`src/rtl/nrs_ls_estimator_pkg.sv`:
```
// Shared types and constants for the NRS least-squares estimator and its
// conjugate-multiply helper.
package nrs_ls_estimator_pkg;

  localparam int WIDTH_REG_DEF = 16;
  localparam int IQ_WIDTH_DEF  = 16;

  // NRS bit value that maps to -1 (the other value maps to +1)
  localparam logic BPSK_NEG_BIT = 1'b1;

  typedef enum logic [1:0] {
    ST_IDLE  = 2'd0,
    ST_RUN   = 2'd1,
    ST_DRAIN = 2'd2,
    ST_ACK   = 2'd3
  } est_state_e;

endpackage

```
`src/rtl/nrs_ls_estimator_if.sv`:
```
// Bundles the NRS read port, pilot stream and estimate output of the
// LS estimator; slave is the estimator's view, master the environment's.
interface nrs_ls_estimator_if
  import nrs_ls_estimator_pkg::*;
#(
  parameter int WIDTH_REG = WIDTH_REG_DEF,
  parameter int LINES     = $clog2(WIDTH_REG),
  parameter int IQ_WIDTH  = IQ_WIDTH_DEF
) ();

  logic                       NRS_gen_ready;
  logic                       nrs_est_r;
  logic                       nrs_est_i;
  logic [LINES-1:0]           rd_addr_est;
  logic                       est_ack;

  logic                       pilot_valid;
  logic                       pilot_ready;
  logic signed [IQ_WIDTH-1:0] pilot_r;
  logic signed [IQ_WIDTH-1:0] pilot_i;

  logic                       h_valid;
  logic signed [IQ_WIDTH-1:0] h_r;
  logic signed [IQ_WIDTH-1:0] h_i;
  logic [LINES-1:0]           h_idx;

  modport slave (
    input  NRS_gen_ready, nrs_est_r, nrs_est_i, pilot_valid, pilot_r, pilot_i,
    output rd_addr_est, est_ack, pilot_ready, h_valid, h_r, h_i, h_idx
  );

  modport master (
    output NRS_gen_ready, nrs_est_r, nrs_est_i, pilot_valid, pilot_r, pilot_i,
    input  rd_addr_est, est_ack, pilot_ready, h_valid, h_r, h_i, h_idx
  );

endinterface

```
`src/rtl/nrs_conj_mult.sv`:
```
// Combinational y * conj(c) / 2 for a BPSK-per-rail NRS symbol c = cr + j*ci,
// floor-halved and truncated back to IQ_WIDTH.
module nrs_conj_mult
  import nrs_ls_estimator_pkg::*;
#(
  parameter int IQ_WIDTH = IQ_WIDTH_DEF
) (
  input  logic signed [IQ_WIDTH-1:0] yr_i,
  input  logic signed [IQ_WIDTH-1:0] yi_i,
  input  logic                       cr_bit_i,
  input  logic                       ci_bit_i,
  output logic signed [IQ_WIDTH-1:0] hr_o,
  output logic signed [IQ_WIDTH-1:0] hi_o
);

  localparam int SW = IQ_WIDTH + 1;

  logic signed [SW-1:0] yr_w, yi_w;
  logic signed [SW-1:0] yr_cr, yi_ci, yi_cr, yr_ci;
  logic signed [SW-1:0] re_sum, im_sum;
  logic signed [SW-1:0] re_half, im_half;

  // One extra bit keeps -(-2^(IQ_WIDTH-1)) exact before halving
  always_comb begin
    yr_w    = {yr_i[IQ_WIDTH-1], yr_i};
    yi_w    = {yi_i[IQ_WIDTH-1], yi_i};
    yr_cr   = (cr_bit_i == BPSK_NEG_BIT) ? -yr_w : yr_w;
    yi_cr   = (cr_bit_i == BPSK_NEG_BIT) ? -yi_w : yi_w;
    yi_ci   = (ci_bit_i == BPSK_NEG_BIT) ? -yi_w : yi_w;
    yr_ci   = (ci_bit_i == BPSK_NEG_BIT) ? -yr_w : yr_w;
    re_sum  = yr_cr + yi_ci;
    im_sum  = yi_cr - yr_ci;
    re_half = re_sum >>> 1;
    im_half = im_sum >>> 1;
    hr_o    = $signed(re_half[IQ_WIDTH-1:0]);
    hi_o    = $signed(im_half[IQ_WIDTH-1:0]);
  end

endmodule

```
`src/rtl/nrs_ls_estimator.sv`:
```
// LS channel estimator over one NRS set: H = Y*conj(c)/2 per pilot, two-stage
// pipeline, one est_ack pulse to the generator after the last estimate.
//
//   state    | meaning
//   ST_IDLE  | wait for rising NRS_gen_ready
//   ST_RUN   | accept pilots, idx = NRS read address
//   ST_DRAIN | wait for the last pilot to leave stage 1
//   ST_ACK   | est_ack pulse, set consumed
module nrs_ls_estimator
  import nrs_ls_estimator_pkg::*;
#(
  parameter int WIDTH_REG = WIDTH_REG_DEF,
  parameter int LINES     = $clog2(WIDTH_REG),
  parameter int IQ_WIDTH  = IQ_WIDTH_DEF
) (
  input  logic              clk,
  input  logic              rst,
  input  logic              new_frame,
  nrs_ls_estimator_if.slave bus
);

  localparam logic [LINES-1:0] LAST_IDX = LINES'(WIDTH_REG - 1);

  est_state_e                 state_q, state_d;
  logic [LINES-1:0]           idx_q, idx_d;
  logic                       ready_q;
  logic                       run_active, ack_active, accept;

  logic                       v1_q, cr1_q, ci1_q;
  logic signed [IQ_WIDTH-1:0] yr1_q, yi1_q;
  logic [LINES-1:0]           idx1_q;
  logic                       v2_q;
  logic signed [IQ_WIDTH-1:0] hr_q, hi_q, hr_c, hi_c;
  logic [LINES-1:0]           hidx_q;

  always_comb begin
    state_d    = state_q;
    idx_d      = idx_q;
    run_active = 1'b0;
    ack_active = 1'b0;
    case (state_q)
      ST_IDLE: begin
        if (bus.NRS_gen_ready && !ready_q) state_d = ST_RUN;
      end
      ST_RUN: begin
        run_active = 1'b1;
        if (bus.pilot_valid) begin
          if (idx_q == LAST_IDX) begin
            idx_d   = '0;
            state_d = ST_DRAIN;
          end else begin
            idx_d = idx_q + LINES'(1);
          end
        end
      end
      ST_DRAIN: begin
        if (!v1_q) state_d = ST_ACK;
      end
      ST_ACK: begin
        ack_active = 1'b1;
        state_d    = ST_IDLE;
      end
      default: state_d = ST_IDLE;
    endcase
    // Frame boundary abandons the set without acknowledging it
    if (new_frame) begin
      state_d = ST_IDLE;
      idx_d   = '0;
    end
  end

  assign accept = run_active & bus.pilot_valid;

  nrs_conj_mult #(.IQ_WIDTH(IQ_WIDTH)) u_conj_mult (
    .yr_i     (yr1_q),
    .yi_i     (yi1_q),
    .cr_bit_i (cr1_q),
    .ci_bit_i (ci1_q),
    .hr_o     (hr_c),
    .hi_o     (hi_c)
  );

  always_ff @(posedge clk or negedge rst) begin
    if (!rst) begin
      state_q <= ST_IDLE;
      idx_q   <= '0;
      ready_q <= 1'b0;
      v1_q    <= 1'b0;
      cr1_q   <= 1'b0;
      ci1_q   <= 1'b0;
      yr1_q   <= '0;
      yi1_q   <= '0;
      idx1_q  <= '0;
      v2_q    <= 1'b0;
      hr_q    <= '0;
      hi_q    <= '0;
      hidx_q  <= '0;
    end else begin
      state_q <= state_d;
      idx_q   <= idx_d;
      ready_q <= bus.NRS_gen_ready;
      v1_q    <= accept & ~new_frame;
      v2_q    <= v1_q & ~new_frame;
      if (accept) begin
        yr1_q  <= bus.pilot_r;
        yi1_q  <= bus.pilot_i;
        cr1_q  <= bus.nrs_est_r;
        ci1_q  <= bus.nrs_est_i;
        idx1_q <= idx_q;
      end
      if (v1_q) begin
        hr_q   <= hr_c;
        hi_q   <= hi_c;
        hidx_q <= idx1_q;
      end
    end
  end

  assign bus.pilot_ready = run_active;
  assign bus.est_ack     = ack_active;
  assign bus.rd_addr_est = idx_q;
  assign bus.h_valid     = v2_q;
  assign bus.h_r         = hr_q;
  assign bus.h_i         = hi_q;
  assign bus.h_idx       = hidx_q;

endmodule

```
`src/flat_wrapper.sv`:
```
// flat-port wrapper written by rule: the top's interface ports become plain ports
module nrs_ls_estimator_flat import nrs_ls_estimator_pkg::*;
#(
  parameter int WIDTH_REG = WIDTH_REG_DEF,
  parameter int LINES     = $clog2(WIDTH_REG),
  parameter int IQ_WIDTH  = IQ_WIDTH_DEF
)
  (clk, rst, new_frame, bus_NRS_gen_ready, bus_nrs_est_r, bus_nrs_est_i, bus_pilot_valid, bus_pilot_r, bus_pilot_i, bus_rd_addr_est, bus_est_ack, bus_pilot_ready, bus_h_valid, bus_h_r, bus_h_i, bus_h_idx);
  nrs_ls_estimator_if #(.WIDTH_REG(WIDTH_REG), .LINES(LINES), .IQ_WIDTH(IQ_WIDTH)) bus_i ();
  input  logic clk;
  input  logic rst;
  input  logic new_frame;
  input wire logic [$bits(bus_i.NRS_gen_ready)-1:0] bus_NRS_gen_ready;
  input wire logic [$bits(bus_i.nrs_est_r)-1:0] bus_nrs_est_r;
  input wire logic [$bits(bus_i.nrs_est_i)-1:0] bus_nrs_est_i;
  input wire logic [$bits(bus_i.pilot_valid)-1:0] bus_pilot_valid;
  input wire logic [$bits(bus_i.pilot_r)-1:0] bus_pilot_r;
  input wire logic [$bits(bus_i.pilot_i)-1:0] bus_pilot_i;
  output wire logic [$bits(bus_i.rd_addr_est)-1:0] bus_rd_addr_est;
  output wire logic [$bits(bus_i.est_ack)-1:0] bus_est_ack;
  output wire logic [$bits(bus_i.pilot_ready)-1:0] bus_pilot_ready;
  output wire logic [$bits(bus_i.h_valid)-1:0] bus_h_valid;
  output wire logic [$bits(bus_i.h_r)-1:0] bus_h_r;
  output wire logic [$bits(bus_i.h_i)-1:0] bus_h_i;
  output wire logic [$bits(bus_i.h_idx)-1:0] bus_h_idx;
  assign bus_i.NRS_gen_ready = bus_NRS_gen_ready;
  assign bus_i.nrs_est_r = bus_nrs_est_r;
  assign bus_i.nrs_est_i = bus_nrs_est_i;
  assign bus_i.pilot_valid = bus_pilot_valid;
  assign bus_i.pilot_r = bus_pilot_r;
  assign bus_i.pilot_i = bus_pilot_i;
  assign bus_rd_addr_est = bus_i.rd_addr_est;
  assign bus_est_ack = bus_i.est_ack;
  assign bus_pilot_ready = bus_i.pilot_ready;
  assign bus_h_valid = bus_i.h_valid;
  assign bus_h_r = bus_i.h_r;
  assign bus_h_i = bus_i.h_i;
  assign bus_h_idx = bus_i.h_idx;
  nrs_ls_estimator #(.WIDTH_REG(WIDTH_REG), .LINES(LINES), .IQ_WIDTH(IQ_WIDTH)) u_core (.clk(clk), .rst(rst), .new_frame(new_frame), .bus(bus_i));
endmodule
```
`config.mk`:
```
export PLATFORM = sky130hd
export DESIGN_NAME = nrs_ls_estimator_flat
export DESIGN_NICKNAME = d
export VERILOG_FILES = /design/src/rtl/nrs_ls_estimator_pkg.sv /design/src/rtl/nrs_ls_estimator_if.sv /design/src/rtl/nrs_conj_mult.sv /design/src/rtl/nrs_ls_estimator.sv /design/src/flat_wrapper.sv
export SDC_FILE = /design/constraint.sdc
export NUM_CORES = 1
export LEC_CHECK = 0
export CAP_MARGIN = 20
export CORE_ASPECT_RATIO = 1.5
export CORE_MARGIN = 3
export CORE_UTILIZATION = 45
export CTS_BUF_LIST = sky130_fd_sc_hd__clkbuf_2 sky130_fd_sc_hd__clkbuf_4 sky130_fd_sc_hd__clkbuf_8
export DETAILED_ROUTE_END_ITERATION = 10
export HOLD_SLACK_MARGIN = 0.05
export PLACE_DENSITY = 0.78
export SYNTH_ARGS = -nofsm -noshare
export SYNTH_HDL_FRONTEND = slang
export SYNTH_SLANG_ARGS = --single-unit
export TNS_END_PERCENT = 20
```
`constraint.sdc`:
```
create_clock -name clk -period 8.7 [get_ports clk]
set_clock_uncertainty 0.15 [all_clocks]
set_input_delay 1.305 -clock clk [delete_from_list [all_inputs] [get_ports clk]]
set_output_delay 1.305 -clock clk [all_outputs]
set_load 0.02 [all_outputs]
```
==> results of run 1 <==
-- kinds of logic after synthesis --
logic type                 count (synthesis)  share of synthesized area, %
and+or+nand+nor                          190                          15.7
AOI/OAI and AO/OA                        140                          15.5
DFF                                       83                          34.5
xor gates and xnor gates                  77                          11.3
muxes                                     54                          10.1
buffers and inverters                     51                          4.26
adders and majority gates                 40                          8.57
-- cell usage in the layout (no fill, tap or decap), types with 3 or more instances in the layout --
cell type                         instances
sky130_fd_sc_hd__dfrtp_1                 83
sky130_fd_sc_hd__nand2_1                 81
sky130_fd_sc_hd__clkdlybuf4s50_1         80
sky130_fd_sc_hd__mux2_2                  53
sky130_fd_sc_hd__xnor2_1                 50
sky130_fd_sc_hd__ha_1                    38
sky130_fd_sc_hd__a21oi_1                 34
sky130_fd_sc_hd__nor2_1                  26
sky130_fd_sc_hd__xor2_1                  26
sky130_fd_sc_hd__o21ai_0                 24
sky130_fd_sc_hd__a21o_1                  19
sky130_fd_sc_hd__inv_1                   18
sky130_fd_sc_hd__nand3_1                 16
sky130_fd_sc_hd__or3_1                   13
sky130_fd_sc_hd__nor3_1                  13
sky130_fd_sc_hd__clkbuf_8                 9
sky130_fd_sc_hd__nand2b_1                 8
sky130_fd_sc_hd__a211oi_1                 8
sky130_fd_sc_hd__o21a_1                   7
sky130_fd_sc_hd__a31oi_1                  6
sky130_fd_sc_hd__o211ai_1                 5
sky130_fd_sc_hd__buf_4                    5
sky130_fd_sc_hd__o31a_1                   4
sky130_fd_sc_hd__and3_1                   4
sky130_fd_sc_hd__o21bai_1                 4
sky130_fd_sc_hd__o31ai_1                  4
sky130_fd_sc_hd__nor4_1                   3
sky130_fd_sc_hd__nand4_1                  3
sky130_fd_sc_hd__or4_1                    3
-- routing by layer --
metal | GRT usage [%] | share of wire (%) | vias to the layer above
met1 | 24.7 | 41 | 2407
met5 | 0 | 0 | -
met2 | 35.7 | 53 | 111
met4 | 7.42 | 2.4 | 0
li1 | - | - | 2380
met3 | 3.21 | 3.6 | 21
-- per-stage QoR --
stage               util [%]  instances  hold WS [ns]  area (um^2)  setup WS (ns)
floorplan                  -        635         0.291         6010           5.20
global placement        52.7        847         0.311         6870           4.87
global route            54.7        864         0.355         7120           4.54
CTS                     54.5        863         0.341         7090           4.79
detailed placement      52.7        847         0.321         6870           4.81
finish                  54.7        864         0.344         7120           4.77
-- final cells by class --
class / count / area [um^2] / area share (%)
Sequential cell: 83 / 2080 / 29.2
Multi-Input combinational cell: 501 / 3680 / 51.7
Clock buffer: 9 / 124 / 1.74
Inverter: 19 / 71.3 / 1.00
Timing Repair Buffer: 86 / 866 / 12.2
Tap cell: 159 / 199 / 2.80
Clock inverter: 7 / 98.8 / 1.39
-- worst max-delay path: cells and delay by family, from the launching register on --
| kind | cells | cell delay (ns) |
|---|---|---|
| simple gates | 9 | 2.17 |
| fa+ha+maj | 2 | 0.56 |
| flops | 1 | 0.44 |
| compound gates | 2 | 0.32 |
| buf+inv | 1 | 0.10 |
| xor+xnor | 1 | 0.07 |
-- registers in the layout, indices dropped and copies added (netlist names) --
register	cells
u_core.ci1_q	1
u_core.cr1_q	1
u_core.yi1_q	16
u_core.bus.h_idx	4
u_core.bus.h_r	16
u_core.state_q	2
u_core.idx1_q	4
u_core.v1_q	1
u_core.bus.h_valid	1
u_core.yr1_q	16
u_core.ready_q	1
u_core.bus.h_i	16
u_core.bus.rd_addr_est	4
-- synthesized netlist by cell type (all sizes together), types with 2 or more instances --
library cell	number	area share, %
a2111oi	2	0.29
a211o	2	0.29
a211oi	8	1.0
a21o	19	2.4
a21oi	35	3.0
a22oi	2	0.25
a31o	2	0.29
a31oi	6	0.62
and2	2	0.21
and3	6	0.67
buf	12	1.1
clkbuf	19	1.4
dfrtp	83	35
fa	2	0.67
ha	38	7.9
inv	18	1.1
mux2	53	9.9
nand2	81	5.1
nand2b	8	0.83
nand3	17	1.5
nand3b	2	0.25
nand4	3	0.31
nand4b	2	0.29
nor2	26	1.6
nor2b	2	0.21
nor3	14	1.2
nor4	3	0.31
nor4b	2	0.54
o2111ai	2	0.29
o211ai	5	0.62
o21a	7	0.87
o21ai	25	2.1
o21bai	4	0.50
o2bb2ai	2	0.29
o311ai	2	0.29
o31a	6	0.92
o31ai	4	0.50
or3	14	1.5
or4	4	0.56
xnor2	51	7.6
xor2	26	3.8
-- path summary, 6_finish.rpt --
kind                            depth (start not counted)  slack [ns]                        endpoint
worst max-delay path                                   15        4.77  u_core.bus.h_i[15]$_DFFE_PN0P_
worst max register to register                         15        4.77  u_core.bus.h_i[15]$_DFFE_PN0P_
worst min register to register                          2        0.34  u_core.bus.h_r[10]$_DFFE_PN0P_
max in group asynchronous                               2        7.09     u_core.yr1_q[3]$_DFFE_PN0P_
min in group asynchronous                               1        0.71   u_core.bus.h_i[9]$_DFFE_PN0P_
worst min-delay path                                    2        0.34  u_core.bus.h_r[10]$_DFFE_PN0P_
==> results.cfg, run 1 <==
[routing]
route.vias.total = 4919
avgRoutedWirePerCell_um = 16.7
drc = 0
antenna_violating_nets_post_route = 0
drt_pre_antenna_iters = 4
post_drt_via_cell_ratio = 5.69
postRouteWirelength_um = 14500
drtIter0Drc = 206

[clocking]
cts-resized-gates = 0
bufs_on_longest_clock_path = 2
tritoncts = yes
clockRootBuffer = sky130_fd_sc_hd__clkbuf_8
clock_latency_ns = 0.36
number_of_buffers_added_by_the_clock_tree_synthesis_step = 9
clock_sink_count = 83
cts_htree_levels = 3
buffers_inserted_during_post_cts_setup_optimization = 0
postCtsHoldBufs = 0
worst_setup_hold_path_clk_slew_ns = 0.09

[global_routing]
global_route_wire_length_before_repair_um = 24300
grt_usage_pct = 20.3
grt_overflow = 0
grt_pass1_vias = 4969
antenna_found_initial = 0
grt_max_degree = 84

[critical_path]
worst_setup_path_category = reg2reg
capturing_element_type_of_the_critical_path = flip-flop
crit_required_ns = 8.80
worst-endpoint-arrival_ns = 4.03
crit_fanout = 6
setup.worst_path.start_class = flip-flop
crit_chain = inv_1, ha_1, nor4b_1, nor4b_4, nand2b_1, or3_1, nand2_1, xor2_1, ha_1, nand2_1, o21ai_1, nor3_1, and3_2, o211ai_1, or3b_1
rr_startpoint = u_core.yr1_q[0]$_DFFE_PN0P_
critical_path.slowest_cell = sky130_fd_sc_hd__nor4b_1
cpPeakStageDelay_ns = 0.52
setup.worst_path.start = u_core.yr1_q[0]$_DFFE_PN0P_

[cells_and_area]
drive_gt1_share_pct = 12.6
num-fill-cells = 1185
nNetsFinal = 779
antenna_cells = 0
area.growth.synth_to_final_pct = 18.3

[sta]
grt_setup_unrepaired = false
max_slew.worst_pin.slew_ns = 0.781
timing.slew.headroom_pct = 47.6
final_period_minus_worst_setup_slack_ns = 3.93
finalSetupTns_ns = 0
finalSetupViolations = 0
timing.fmax_mhz = 255
hold_viol_final = 0
post-route-period-util_pct = 45.1
timing_max_transition_violations_final = 0

[synthesis]
asyncSetResetFlopFracSynth_pct = 100
synth_edf_count = 0
synth_area_per_cell_um2 = 9.47
synthCells = 635
syn-num-nets = 714
synth-warning-count = 0
ys_types = 71
post_synth_instance_area_um2 = 6010
sequential_fraction_of_the_synthesis_area_pct = 34.5
ys.flop_type = sky130_fd_sc_hd__dfrtp_1
synth-seq-cells = 83

[status]
outcome = finished clean

[floorplan]
die_area_um2 = 14800
die_x_um = 100
initial_utilization_pct = 46.2
fp.coreArea_um2 = 13000
floorplan.rows = 51
ios = 82
die_height_um = 148

[min_path]
min-delay-start = u_core.bus.h_r[10]$_DFFE_PN0P_
hold_path.class = reg2reg

[job]
cap_violations = 0

[placement]
count_of_buffers_inserted_at_the_top_level_ports = 81
dp_hpwl_um = 11200
gp_congestion = 0.910
Power of run 1 is left out: the tool's default activity adds up to more than one toggle a clock period on the data nets, which glitch-free logic cannot reach.
==> inputs of run 2 (changes only) <==
==> constraint.sdc (replaced) <==
create_clock -name clk -period 3.8 [get_ports clk]
set_clock_uncertainty 0.15 [all_clocks]
set_input_delay 0.57 -clock clk [delete_from_list [all_inputs] [get_ports clk]]
set_output_delay 0.57 -clock clk [all_outputs]
set_load 0.02 [all_outputs]
==> run 2 against run 1 <==
Net effect: critical path depth shrank 2; clock-buffer cell count stayed put; final cell count grew 1.7%; via count rose by 1.5%; die area did not move; non-clock buffer count up 15; global-route usage is 0.27 points lower; core utilization increased by 1.2 points; maximum frequency increased by 8.6%; first-iteration DRC count is 80% higher; flip-flop and latch count unchanged; critical path type unchanged; highest routed layer unchanged.
==> results.cfg, run 2 (synthesized netlist as in run 1, its figures left out) <==
[cells_and_area]
area.growth.synth_to_final_pct = 20.9
num-fill-cells = 1162
final_cell_mix = sky130_fd_sc_hd__nand2_1, sky130_fd_sc_hd__clkdlybuf4s50_1, sky130_fd_sc_hd__dfrtp_1
drive_gt1_share_pct = 16.5
antenna_cells = 0
final_cells = 879
nNetsFinal = 794

[critical_path]
critical_path.slowest_cell = sky130_fd_sc_hd__dfrtp_1
crit_required_ns = 3.93
r2r_setup_slack_ns = 0.18
worst-endpoint-arrival_ns = 3.74
cpPeakStageDelay_ns = 0.45
worst-r2r-cell-count = 13
crit_chain = nor2_1, nand3_2, or3_1, or3_4, o31a_1, xor2_1, ha_1, nand2_2, o21ai_2, nor3_1, and3_2, o211ai_1, or3b_1
rr_startpoint = u_core.yi1_q[0]$_DFFE_PN0P_
worst_setup_path_category = reg2reg
setup.worst_path.start_class = flip-flop
critical_path.reg2reg.endpoint = u_core.bus.h_i[15]$_DFFE_PN0P_
crit_fanout = 6
capturing_element_type_of_the_critical_path = flip-flop

[sta]
finalSetupViolations = 0
final_period_minus_worst_setup_slack_ns = 3.62
max_slew.worst_pin.slew_ns = 0.705
timing.slew.headroom_pct = 52.7
hold_viol_final = 0
grt_setup_unrepaired = true
timing_max_transition_violations_final = 0
post-route-period-util_pct = 95.2
timing.fmax_mhz = 277

[global_routing]
grt_overflow = 0
grt_pass1_vias = 5030
grt_max_degree = 84
global_route_wire_length_before_repair_um = 24000
antenna_found_initial = 0
grt_usage_pct = 20.0

[clocking]
tritoncts = yes
number_of_buffers_added_by_the_clock_tree_synthesis_step = 9
clock_latency_ns = 0.39
cts_htree_levels = 3
worst_setup_hold_path_clk_slew_ns = 0.11
clockRootBuffer = sky130_fd_sc_hd__clkbuf_8
clock_sink_count = 83
bufs_on_longest_clock_path = 2

[floorplan]
floorplan.rows = 51
ios = 82
initial_utilization_pct = 46.2
fp.coreArea_um2 = 13000
die_x_um = 100
die_height_um = 148
die_area_um2 = 14800

[job]
cap_violations = 0

[min_path]
whs_path_depth = 2
timing.hold.worst_endpoint = u_core.bus.h_i[6]$_DFFE_PN0P_
min-delay-start = u_core.bus.h_i[6]$_DFFE_PN0P_
hold_path.class = reg2reg

[placement]
dp_hpwl_um = 11000
gp_congestion = 0.938
dpl.cell_count = 857
count_of_buffers_inserted_at_the_top_level_ports = 81

[routing]
drt_pre_antenna_iters = 7
post_drt_via_cell_ratio = 5.68
route.vias.total = 4992
drc = 0
avgRoutedWirePerCell_um = 16.5
antenna_violating_nets_post_route = 0
postRouteWirelength_um = 14500
drtIter0Drc = 371

[status]
outcome = finished clean
==> run 2: cell count changes in the layout (fill, tap and decap cells not counted), sizes merged <==
cell         previous run  this run
bufinv                  2         0
buf                     6        20
dlygate4sd3             0         1
clkinvlp                1         0
inv                    20        23
==> run 2: repair_timing <==
| item | 4_1_cts | 5_1_grt |
|---|---|---|
| hold buffers | 0 | 1 |
| resized for setup | 0 | 19 |
| hold endpoints to repair | 0 | 17 |
| setup buffers | 0 | 4 |
| endpoints found under the setup margin | 0 | 5 |
==> run 2: final cells by class <==
| cell class | count | area [um^2] | share of cell area, % |
|---|---|---|---|
| clock buffers | 9 | 124 | 1.70 |
| clock inverters | 7 | 76.3 | 1.05 |
| inverters | 19 | 71.3 | 0.981 |
| multi-input cells | 501 | 3740 | 51.4 |
| flip-flops and latches | 83 | 2080 | 28.6 |
| well taps | 159 | 199 | 2.74 |
| repair buffers | 101 | 981 | 13.5 |
==> run 2: worst max-delay path, delay by kind of cell (launching register included) <==
kind,cells,cell delay (ns)
simple gates,8,1.85
compound gates,3,0.53
flops,1,0.45
fa+ha+maj,1,0.37
xor+xnor,1,0.15
==> run 2: through the flow <==
stage	instance area [um^2]	hold slack (ns)	setup TNS, ns	utilization [%]	worst slack (ns)
detailed placement	6940	0.320	0	53.3	0.0671
global route	7270	0.370	-0.0615	55.9	-0.0615
CTS	7140	0.242	0	54.9	0.0437
global placement	6940	0.309	0	53.3	0.146
floorplan	6010	0.124	0	-	0.296
finish	7270	0.340	0	55.9	0.184
==> run 2: per-layer routing <==
metal | global-route usage (%) | wire length (um)
met1 | 25.0 | 5980
met2 | 33.9 | 7540
met4 | 9.04 | 337
met3 | 2.83 | 662
met5 | 0 | 0
==> run 2: how the worst max path moves through the flow <==
stage | start | to | slack (ns) | cells past startpoint
after global routing | u_core.yr1_q[1]$_DFFE_PN0P_ | u_core.bus.h_i[15]$_DFFE_PN0P_ | -0.06 | 13
after CTS | u_core.yr1_q[0]$_DFFE_PN0P_ | u_core.bus.h_i[15]$_DFFE_PN0P_ | 0.04 | 16
after global placement | u_core.yr1_q[0]$_DFFE_PN0P_ | u_core.bus.h_i[15]$_DFFE_PN0P_ | 0.15 | 16
after floorplan | u_core.yi1_q[8]$_DFFE_PN0P_ | u_core.bus.h_i[15]$_DFFE_PN0P_ | 0.30 | 13
final | u_core.yi1_q[0]$_DFFE_PN0P_ | u_core.bus.h_i[15]$_DFFE_PN0P_ | 0.18 | 13
after detailed placement | u_core.yr1_q[0]$_DFFE_PN0P_ | u_core.bus.h_i[15]$_DFFE_PN0P_ | 0.07 | 16
Power of run 2 is left out for the same reason.
==> inputs of run 3 (changes only) <==
--- a/config.mk
+++ b/config.mk
@@ -11,8 +11,9 @@
 export CORE_UTILIZATION = 45
 export CTS_BUF_LIST = sky130_fd_sc_hd__clkbuf_2 sky130_fd_sc_hd__clkbuf_4 sky130_fd_sc_hd__clkbuf_8
 export DETAILED_ROUTE_END_ITERATION = 10
+export DONT_BUFFER_PORTS = 1
 export HOLD_SLACK_MARGIN = 0.05
-export PLACE_DENSITY = 0.78
+export PLACE_DENSITY = 0.7
 export SYNTH_ARGS = -nofsm -noshare
 export SYNTH_HDL_FRONTEND = slang
 export SYNTH_SLANG_ARGS = --single-unit
==> run 3 against run 2 <==
Net effect: setup slack got worse by 0.011 ns; core utilization fell by 6.0 points; flip-flop and latch count did not move; critical path type unchanged; maximum frequency fell by 0.29%; global-route usage fell by 0.092 points.
==> results.cfg, run 3 (synthesized netlist as in run 1, its figures left out) <==
[sta]
timing.fmax_mhz = 276
finalSetupTns_ns = 0
finalWorstSetupSlack_ns = 0.173
timing_max_transition_violations_final = 0
max_slew.worst_pin.slew_ns = 0.823
post-route-period-util_pct = 95.4
hold_viol_final = 0
finalSetupViolations = 0
grt_setup_unrepaired = true
timing.slew.headroom_pct = 44.8
final_period_minus_worst_setup_slack_ns = 3.63

[clocking]
clock_sink_count = 83
number_of_buffers_added_by_the_clock_tree_synthesis_step = 9
clock_latency_ns = 0.37
cts_htree_levels = 3
bufs_on_longest_clock_path = 2
clockRootBuffer = sky130_fd_sc_hd__clkbuf_8
tritoncts = yes
worst_setup_hold_path_clk_slew_ns = 0.10

[critical_path]
worst-r2r-cell-count = 13
setup.worst_path.start_class = flip-flop
worst-endpoint-arrival_ns = 3.72
crit_required_ns = 3.89
r2r_setup_slack_ns = 0.17
worst_setup_path_category = reg2reg
crit_fanout = 8
capturing_element_type_of_the_critical_path = flip-flop

[floorplan]
ios = 82
die_area_um2 = 14800
initial_utilization_pct = 46.2
die_x_um = 100
fp.coreArea_um2 = 13000
die_height_um = 148
floorplan.rows = 51

[routing]
avgRoutedWirePerCell_um = 17.8
drc = 0
postRouteWirelength_um = 14300
top_layer = met4
wl_met3_um = 820
antenna_violating_nets_post_route = 0
post_drt_via_cell_ratio = 5.83
drtIter0Drc = 194
drt_pre_antenna_iters = 4
route.vias.total = 4680
met1Wirelength_um = 5950
dr_wl_met2_um = 7160

[cells_and_area]
num-fill-cells = 1246
area.growth.synth_to_final_pct = 7.93
nNetsFinal = 717
layout.cells.most_common = sky130_fd_sc_hd__dfrtp_1
final_cell_mix = sky130_fd_sc_hd__dfrtp_1, sky130_fd_sc_hd__nand2_1, sky130_fd_sc_hd__mux2_2
drive_gt1_share_pct = 17.6

[status]
outcome = finished clean

[min_path]
whs_path_depth = 1
hold_path.class = in2reg

[placement]
dp_hpwl_um = 11000
gp_congestion = 0.911
count_of_buffers_inserted_at_the_top_level_ports = 0
worst_slack_at_placement_ns = 0.0809

[job]
cap_violations = 0

[global_routing]
grt_usage_pct = 19.9
grt_pass1_vias = 4864
antenna_found_initial = 1
grt_overflow = 0
global_route_wire_length_before_repair_um = 23800
grt_max_degree = 84
[run 3: critical path, cell delays in order (launching register included)]
cell                       delay (ns)
sky130_fd_sc_hd__dfrtp_1         0.50
sky130_fd_sc_hd__nor3_1          0.32
sky130_fd_sc_hd__nand4b_1        0.20
sky130_fd_sc_hd__or3_4           0.39
sky130_fd_sc_hd__or3_1           0.33
sky130_fd_sc_hd__nand2_1         0.10
sky130_fd_sc_hd__xnor2_1         0.16
sky130_fd_sc_hd__ha_2            0.37
sky130_fd_sc_hd__a21o_1          0.22
sky130_fd_sc_hd__a211oi_1        0.29
sky130_fd_sc_hd__o22a_1          0.17
sky130_fd_sc_hd__o41ai_1         0.07
sky130_fd_sc_hd__xnor2_1         0.16
sky130_fd_sc_hd__a21oi_1         0.08
[run 3: final timing paths]
| check | startpoint | endpoint |
|---|---|---|
| min | new_frame | u_core.bus.rd_addr_est[1]$_DFFE_PN0P_ |
| max in group asynchronous | rst | u_core.yi1_q[2]$_DFFE_PN0P_ |
| min reg2reg | u_core.idx1_q[2]$_DFFE_PN0P_ | u_core.idx1_q[2]$_DFFE_PN0P_ |
| max | u_core.yr1_q[6]$_DFFE_PN0P_ | u_core.bus.h_r[15]$_DFFE_PN0P_ |
| max reg2reg | u_core.yr1_q[6]$_DFFE_PN0P_ | u_core.bus.h_r[15]$_DFFE_PN0P_ |
| min in group asynchronous | rst | u_core.bus.h_i[8]$_DFFE_PN0P_ |
[run 3: area by class of cell]
| cell class | count | area (um^2) | share of cell area [%] |
|---|---|---|---|
| diodes | 1 | 2.50 | 0.0386 |
| flip-flops and latches | 83 | 2080 | 32.0 |
| multi-input cells | 501 | 3740 | 57.6 |
| inverters | 19 | 71.3 | 1.10 |
| clock inverters | 7 | 71.3 | 1.10 |
| well taps | 159 | 199 | 3.06 |
| clock buffers | 9 | 124 | 1.91 |
| repair buffers | 24 | 205 | 3.16 |
[run 3: per-layer routing]
metal,track usage (%),up-vias
li1,-,2265
met2,33.2,118
met4,8.09,0
met3,4.77,28
met5,0,-
met1,24.5,2269
[run 3: through the flow]
stage	utilization, %	cell area [um^2]	cells	hold slack [ns]
global placement	47.3	6160	779	0.128
global route	49.9	6490	803	0.0732
detailed placement	47.3	6160	779	0.128
floorplan	-	6010	635	0.124
CTS	49.1	6390	797	0.0509
finish	49.9	6490	803	0.0986
[run 3: timing repair]
action                     in CTS  in global routing
setup endpoints to repair       0                  2
hold buffers                    2                  1
hold endpoints to repair       83                  1
buffers inserted                0                  4
resized for setup               0                 12
Power of run 3 is left out for the same reason.
